### src/rtl/jk_flop_bank.sv
// jk_flop_bank: WIDTH independent 74LS109-style J/K-bar flops with shared ce; optional JK_FLOP_BANK_CHECK_EN adds preset+clear violation tracking
module jk_flop_bank #(
   parameter int               WIDTH   = 4,
   parameter int               CNT_W   = 8,
   parameter logic [WIDTH-1:0] RST_VAL = '0
) (
   input  logic             clk,
   input  logic             reset,
   input  logic             ce,
   input  logic [WIDTH-1:0] j,
   input  logic [WIDTH-1:0] k_n,
   input  logic [WIDTH-1:0] pre_n,
   input  logic [WIDTH-1:0] clr_n,
   output logic [WIDTH-1:0] q,
   output logic [WIDTH-1:0] q_n,
   output logic [WIDTH-1:0] viol,
   output logic [CNT_W-1:0] viol_cnt,
   input  logic             viol_clr
);
   logic [WIDTH-1:0] s, s_jk;
   // J/K-bar 00 clears, 01 holds, 10 toggles, 11 sets
   always_comb s_jk = (j & (k_n | ~s)) | (k_n & s);
   always_ff @(posedge clk or posedge reset)
      if (reset) s <= RST_VAL;
      else       s <= ((ce ? s_jk : s) | ~pre_n) & clr_n;
   // both overrides low drives q and q_n high, as the TTL part does
   assign q   = ~pre_n | (s & clr_n);
   assign q_n = ~clr_n | (~s & pre_n);
`ifdef JK_FLOP_BANK_CHECK_EN
   logic [WIDTH-1:0] bad;
   assign bad = ~pre_n & ~clr_n;
   always_ff @(posedge clk or posedge reset)
      if (reset) begin
         viol     <= '0;
         viol_cnt <= '0;
      end else if (viol_clr) begin
         viol     <= '0;
         viol_cnt <= '0;
      end else begin
         viol <= viol | bad;
         if (|bad && !(&viol_cnt)) viol_cnt <= viol_cnt + CNT_W'(1);
      end
`else
   logic unused_viol_clr;
   assign unused_viol_clr = viol_clr;
   assign viol     = '0;
   assign viol_cnt = '0;
`endif
endmodule

### config.mk
export PLATFORM = sky130hd
export DESIGN_NAME = jk_flop_bank
export DESIGN_NICKNAME = d
export VERILOG_FILES = /design/src/rtl/jk_flop_bank.sv
export SDC_FILE = /design/constraint.sdc
export NUM_CORES = 1
export LEC_CHECK = 0
export CORE_MARGIN = 4
export CORE_UTILIZATION = 26
export CTS_BUF_LIST = sky130_fd_sc_hd__clkbuf_16
export CTS_CLUSTER_DIAMETER = 30
export CTS_CLUSTER_SIZE = 28
export DETAILED_ROUTE_END_ITERATION = 6
export HOLD_SLACK_MARGIN = 0.1
export PLACE_DENSITY = 0.88
export SLEW_MARGIN = 25
export SYNTH_ARGS = -nofsm -noshare
export SYNTH_HDL_FRONTEND = slang
export SYNTH_SLANG_ARGS = --single-unit
### constraint.sdc
create_clock -name clk -period 1.45 [get_ports clk]
set_clock_uncertainty 0.2 [all_clocks]
set_input_delay 0.2175 -clock clk [delete_from_list [all_inputs] [get_ports clk]]
set_output_delay 0.2175 -clock clk [all_outputs]
set_load 0.005 [all_outputs]
; Word-level counts from Yosys, hierarchy flattened
; Cells that the tools add are included.
[op_classes]
mux = 1
n_bitwise = 13
[ops]
columns = cell, count
row1 = 4-bit AND, 5
row2 = 4-bit OR, 5
row3 = 4-bit inverter, 3
row4 = 4-bit two-way mux, 1
[totals]
regBits = 4
inputBits = 20
output_inout_bits = 20
wordCells = 15

; Longest topological paths before layout
[depth]
word_depth = 7
depth_mapped = 2
mapped_depth_nobuf = 2

; Worst setup path after synthesis
; Ideal clock, no wire load.
[synth_timing]
kind = reg2reg
from = reg s[3]
to = reg s[3]
setup_time_ns = 0.126
t_arrival_ns = 0.708
required_ns = 1.124
setup_slack_ns = 0.417
stages_incl_launch_ff = 2
path_buffers = 0
synth_period_minus_slack_ns = 1.033
cell_sequence = dfrtp_1 -> o311a_1
[synth_via]
elab_chain_len = 7
elab_cells_between_ends = 8
classes_between = mux (1) / bitwise (7)
[synth_lines]
columns = element, line_no
row1 = start: declaration, 20  ; logic [WIDTH-1:0] s, s_jk;
row2 = start signal: assignment, 25  ; else s <= ((ce ? s_jk : s) | ~pre_n) & clr_n;
row3 = 4-bit inverter, 22  ; always_comb s_jk = (j & (k_n | ~s)) | (k_n & s);
row4 = 4-bit OR, 22
row5 = 4-bit AND, 22
row6 = 4-bit OR, 22
row7 = 4-bit two-way mux *, 25
row8 = 4-bit OR *, 25
row9 = 4-bit AND *, 25
; Mark *: on every way between the ends. The rest lies on a longest branch, timed or not.

; Final worst setup path
[layout_timing]
from = reg s[0]
to = out q[0]
[layout_via]
elab_chain_len = 2
[layout_lines]
columns = element, line_no
row1 = 4-bit AND, 27  ; assign q = ~pre_n | (s & clr_n);
row2 = 4-bit OR, 27
row3 = end: declaration, 14  ; output logic [WIDTH-1:0] q,
; No other way between the ends.

==> impl_metrics.json <==
{
  "status": "complete, no violations",
  "r2r-start": "s[0]",
  "power.net_switching_mw": 0.129,
  "avgSynthCellArea_um2": 7.89,
  "crit_start": "s[0]",
  "first_pass_iters": 2,
  "required_ns": 1.03,
  "grt_use_met1": 0.108,
  "yosysSeqAreaShare": 0.276,
  "ant_nets": 0,
  "p_leak_nw": 0.388,
  "yosys_warnings": 0,
  "globalRouteMet2Util": 0.175,
  "wl_per_cell_um": 9.60,
  "io_pins": 40,
  "holdPathStages": 2,
  "syn_inst": 46,
  "post_cts_buffers": 0,
  "areaGrowthSynthToFinish_pct": 105,
  "setup_violations": 0,
  "period_needed_ns": 1.39,
  "grt_most_used_layer": "met2",
  "start_util": 0.279,
  "worstSetupPathType": "flop to primary output",
  "endpoint": "q[0]",
  "routabilityCongestion": 0.678,
  "antenna_found_initial": 0,
  "hold_viol_final": 0,
  "coreArea_um2": 1300,
  "hold_class": "input port to flop",
  "dieArea_um2": 2060,
  "die_w_um": 45.4,
  "worstReg2RegEnd": "s[0]",
  "overflow": 0,
  "drtIter0Drc": 3,
  "cp-start-kind": "flop",
  "grt_max_degree": 8,
  "cp.arrival_ns": 0.97,
  "grt_usage": 0.100,
  "port_buffers": 26,
  "grt_first_pass_wirelength_mm": 1.51,
  "cp-end-kind": "primary output",
  "power.density_nw_per_um2": 933,
  "largest_register_ff_count": 4,
  "top_regs": "s: 4 flops",
  "wirelength_um": 989,
  "cts-buffers-inserted": 3,
  "path_max_fanout": 3,
  "cts_tree": "done",
  "reg2regPathDepth": 2,
  "hpwl_um": 852,
  "layout_common_cells": "13 x buf_4, 12 x conb_1, 11 x dlygate4sd2_1",
  "ir_drop_mv": 0.541,
  "antenna_cells": 0,
  "vias": 428,
  "cts_root_buffer": "clkbuf_16",
  "die_y_um": 45.4,
  "whs_ns": 0.199,
  "p_int_mw": 0.564,
  "switching_share": 0.186,
  "setup_tns_ns": 0,
  "met3_usage": 0.0398,
  "viasPerCell": 4.16,
  "cts_max_level": 1,
  "p_seq_frac": 0.184,
  "pwr-share-clk": 0.613,
  "final_common_cell": "buf_4",
  "cts.sinks": 4,
  "clock.fmax_mhz": 719,
  "fin_crit_sh": 0.959,
  "clockBufferDepth": 2,
  "synthDistinctLibCells": 9,
  "layout-drive-gt1-share": 0.239,
  "final_nets": 110,
  "ys_ff_latch": 4,
  "drc": 0,
  "cap_violations": 0,
  "grt_pass1_vias": 410,
  "pwr-share-comb": 0.203,
  "netlist_area_um2": 363,
  "cts.clk_slew.worst_paths_ns": 0.03,
  "rsz0062_at_grt": "no",
  "rows": 13,
  "largest_register": "s",
  "clock_latency_ns": 0.22,
  "slew_violations": 0,
  "rrSetupSlack_ns": 0.27
}
cells in the mapped netlist, drive strengths merged:
cell / number / area share
buf: 12 / 0.25
dfrtp: 4 / 0.28
o21ai: 4 / 0.055
nand4b: 4 / 0.097
conb: 1 / 0.010
nand2: 8 / 0.083
o311a: 4 / 0.11
inv: 5 / 0.052
and2: 4 / 0.069
logic make-up after synthesis:
| family | Yosys count | share of synthesized area |
|---|---|---|
| compound gates | 8 | 0.166 |
| flops | 4 | 0.276 |
| simple gates | 16 | 0.248 |
| other cells | 1 | 0.0103 |
| buf+inv | 17 | 0.300 |
power groups by stage:
| stage | registers [mW] | clock network (mW) | logic (mW) |
|---|---|---|---|
| CTS | 0.128 | 0.430 | 0.142 |
| global placement | 0.129 | 0 | 0.158 |
| finish | 0.128 | 0.425 | 0.141 |
| floorplan | 0.129 | 0 | 0.0621 |
| detailed placement | 0.129 | 0 | 0.160 |
| global route | 0.129 | 0.443 | 0.156 |
through the flow:
stage | worst slack [ns] | util | power [mW] | cells | cell area (µm²)
after floorplan | 0.417 | - | 0.191 | 57 | 404
after global placement | -0.386 | 0.531 | 0.286 | 99 | 691
after detailed placement | -0.393 | 0.531 | 0.289 | 99 | 691
after CTS | 0.0543 | 0.571 | 0.700 | 103 | 743
after global routing | 0.0169 | 0.571 | 0.728 | 103 | 743
final | 0.0592 | 0.571 | 0.694 | 103 | 743
metal layers:
layer  vias to the layer above  routed length [µm]
met4                         0                   0
li1                        216                   -
met2                        24                 471
met3                         0                 134
met5                         -                   0
met1                       188                 382
how the worst min path moves through the flow:
stage	startpoint	slack (ns)	to
2_1_floorplan	reset	-0.22	s[0]
3_3_place_gp	reset	0.21	s[1]
3_5_place_dp	reset	0.22	s[3]
4_1_cts	clr_n[0]	0.20	s[0]
5_1_grt	clr_n[0]	0.21	s[0]
6_report	clr_n[0]	0.20	s[0]
what timing repair did:
item,CTS,global route
hold endpoints to repair,4,0
resized for setup,30,0
setup endpoints to repair,8,0
hold buffers,1,0
worst max-delay path: stages, from the launching register on:
cell and delay [ns]:
dfrtp_1 0.38, nand2_1 0.07, nand2_1 0.05, dlygate4sd2_1 0.25
cell type report:
type / count / area (µm²)
clock buffer: 3 / 75.1
fill: 130 / 558
inverter: 5 / 18.8
multi-input combinational: 36 / 195
sequential: 4 / 100
tap: 15 / 18.8
timing repair buffer: 40 / 335
(Power assumes the default switching activity.)
==> patch, RTL diff (config.mk and constraints unchanged) <==
Build with the macro `JK_FLOP_BANK_CHECK_EN` defined.
--- a/src/rtl/jk_flop_bank.sv
+++ b/src/rtl/jk_flop_bank.sv
@@ -1,4 +1,6 @@
 // jk_flop_bank: WIDTH independent 74LS109-style J/K-bar flops with shared ce; optional JK_FLOP_BANK_CHECK_EN adds preset+clear violation tracking
+`define JK_FLOP_BANK_CHECK_EN
+
 module jk_flop_bank #(
    parameter int               WIDTH   = 4,
    parameter int               CNT_W   = 8,
Check against the original RTL: not equivalent (Yosys sat finds a counterexample within 4 cycles, from zero or initial values and one cycle with reset high).
==> patch against the unedited design <==
  * The flow now finishes with violations (negative setup slack)
  * Critical path type is now reg -> reg
  * Routed wire length rose to 3.1 times the old value
  * Synthesized area is 140% higher
  * Total power is 99% higher
  * Sequential cell count increased by 12
  * Synthesized cell count up 120%
  * Hold slack got worse by 0.094 ns
  * Sequential power rose to 3.8 times the old value
  * Design area increased by 140%
  * Via count up 140%
  * Die area is 110% higher
  * Core utilization is 0.22 points higher
  * Setup slack got worse by 0.39 ns
==> patch: results (changes against the unedited design) <==
Arr. time, crit path - 1.75 ns (was 0.97 ns)
Status - complete, but fails checks (was completed)
Setup ws final - -0.330 ns (was 0.0592 ns)
Std-Cell Rows - 20 (was 13)
R2R Path End - viol_cnt[4]$_DFFE_PP0P_ (was s[0]$_DFF_PP0_)
Sequential share of cell area - 22.5% (was 13.5%)
Clock-cell share of area - 4.43% (was 10.1%)
Maximum vdd drop - 0.794 mV (was 0.541 mV)
Sequential cell area fraction in the yosys report - 46.7% (was 27.6%)
Sequential power - 492 uW (was 128 uW)
Drt pass-1 iters - 4 (was 2)
GRT Total Usage - 14.5% (was 10.0%)
Area contributors post-synth - dfrtp_1, nor2_1, a21oi_1 (was dfrtp_1, buf_4, o311a_1)
Synth cell types - 22 (was 9)
Kind of critical path - reg -> reg (was reg -> out)
Worst-path clk slew - 0.05 ns (was 0.03 ns)
Multi-input comb cells - 70 (was 36)
Final setup viols - 10 (was 0)
Post-Route WL - 3070 um (was 989 um)
Critical path peak fanout - 5 (was 3)
Area of the multi-input gates - 529 um^2 (was 195 um^2)
Initial DRC count - 20 (was 3)
Synth cell count leaders - dfrtp_1, nor2_1, inv_1, nand2_1, a21oi_1 (was buf_4, nand2_1, inv_1)
Non-clk invs - 11 (was 5)
Reg2reg path depth - 7 (was 2)
Final hold slack - 0.105 ns (was 0.199 ns)
Global-route wire length before repair - 4760 um (was 1510 um)
Regs by FF count - viol_cnt x8, s x4, viol x4 (was s x4)
Largest net degree at the start of global routing - 17 (was 8)
Layout fillers - 288 (was 130)
Non-clk bufs - 77 (was 40)
Worst r2r src - viol_cnt[1]$_DFFE_PP0P_ (was s[0]$_DFF_PP0_)
FF+latch count - 16 (was 4)
Reg2Reg Setup Slack - -0.33 ns (was 0.27 ns)
Final Non-Filler Cells - 222 (was 103)
DR vias/cell - 4.56 (was 4.16)
Leak - 0.854 nW (was 0.388 nW)
Failing checks - negative setup slack
Hold Crit Class - in -> async (was in -> reg)
# placed instances - 207 (was 99)
Worst-Skew Late Latency - 0.24 ns (was 0.22 ns)
Synthesized area per cell - 8.57 um^2 (was 7.89 um^2)
Setup TNS - -2.52 ns (was 0 ns)
Nets@finish - 200 (was 110)
Switch Pwr - 339 uW (was 129 uW)
Non-clock buffering overhead - 37.9% (was 45.1%)
Vias in the first global route - 1083 (was 410)
Fraction of layout cells with a size suffix above 1 - 39.3% (was 23.9%)
[patch: worst min-delay path by stage]
stage / endpoint / cells after the start / start
after CTS: s[3]$_DFF_PP0_ / 3 / reset
after global placement: viol[2]$_DFF_PP0_ / 2 / viol[2]$_DFF_PP0_
final: viol_cnt[7]$_DFFE_PP0P_ / 3 / reset
after detailed placement: viol[3]$_DFF_PP0_ / 2 / viol[3]$_DFF_PP0_
after global routing: viol_cnt[7]$_DFFE_PP0P_ / 3 / reset
after floorplan: s[0]$_DFF_PP0_ / 1 / reset
[patch: metrics by stage]
stage,util (%),power [mW]
finish,57.3,1.38
global route,57.3,1.45
CTS,54.2,1.36
global placement,48.5,0.796
floorplan,-,0.601
detailed placement,48.5,0.805
[patch: layer usage]
metal / GRT usage [%] / vias up / part of all wire (%)
li1: - / 505 / -
met1: 14.1 / 483 / 36
met2: 27.2 / 23 / 58
met3: 5.47 / 2 / 5.9
met4: 5.70 / 0 / 0.29
met5: 0 / - / 0
[patch: logic make-up (layout without fill, tap and decap cells)]
group                      after synthesis  in the layout  share of synthesized area (%)
adders and majority gates                1              1                           1.46
xor gates and xnor gates                 1              1                           1.02
buffers and inverters                   14             92                           7.01
muxes                                    1              1                           1.17
AOI/OAI and AO/OA                       30             30                           23.2
and+or+nand+nor                         37             37                           19.4
DFF                                     16             16                           46.7
[patch: repair_timing]
action / in CTS / in global routing
resized for setup: 64 / 27
setup buffers: 9 / 5
pin swaps: 10 / 10
setup endpoints to repair: 28 / 20
[patch: worst max-delay path: cells and delay by family (launching register included)]
kind	cells	cell delay [ns]
and+or+nand+nor	2	0.38
adders and majority gates	1	0.18
AOI/OAI and AO/OA	2	0.26
DFF	1	0.41
buffers and inverters	2	0.28
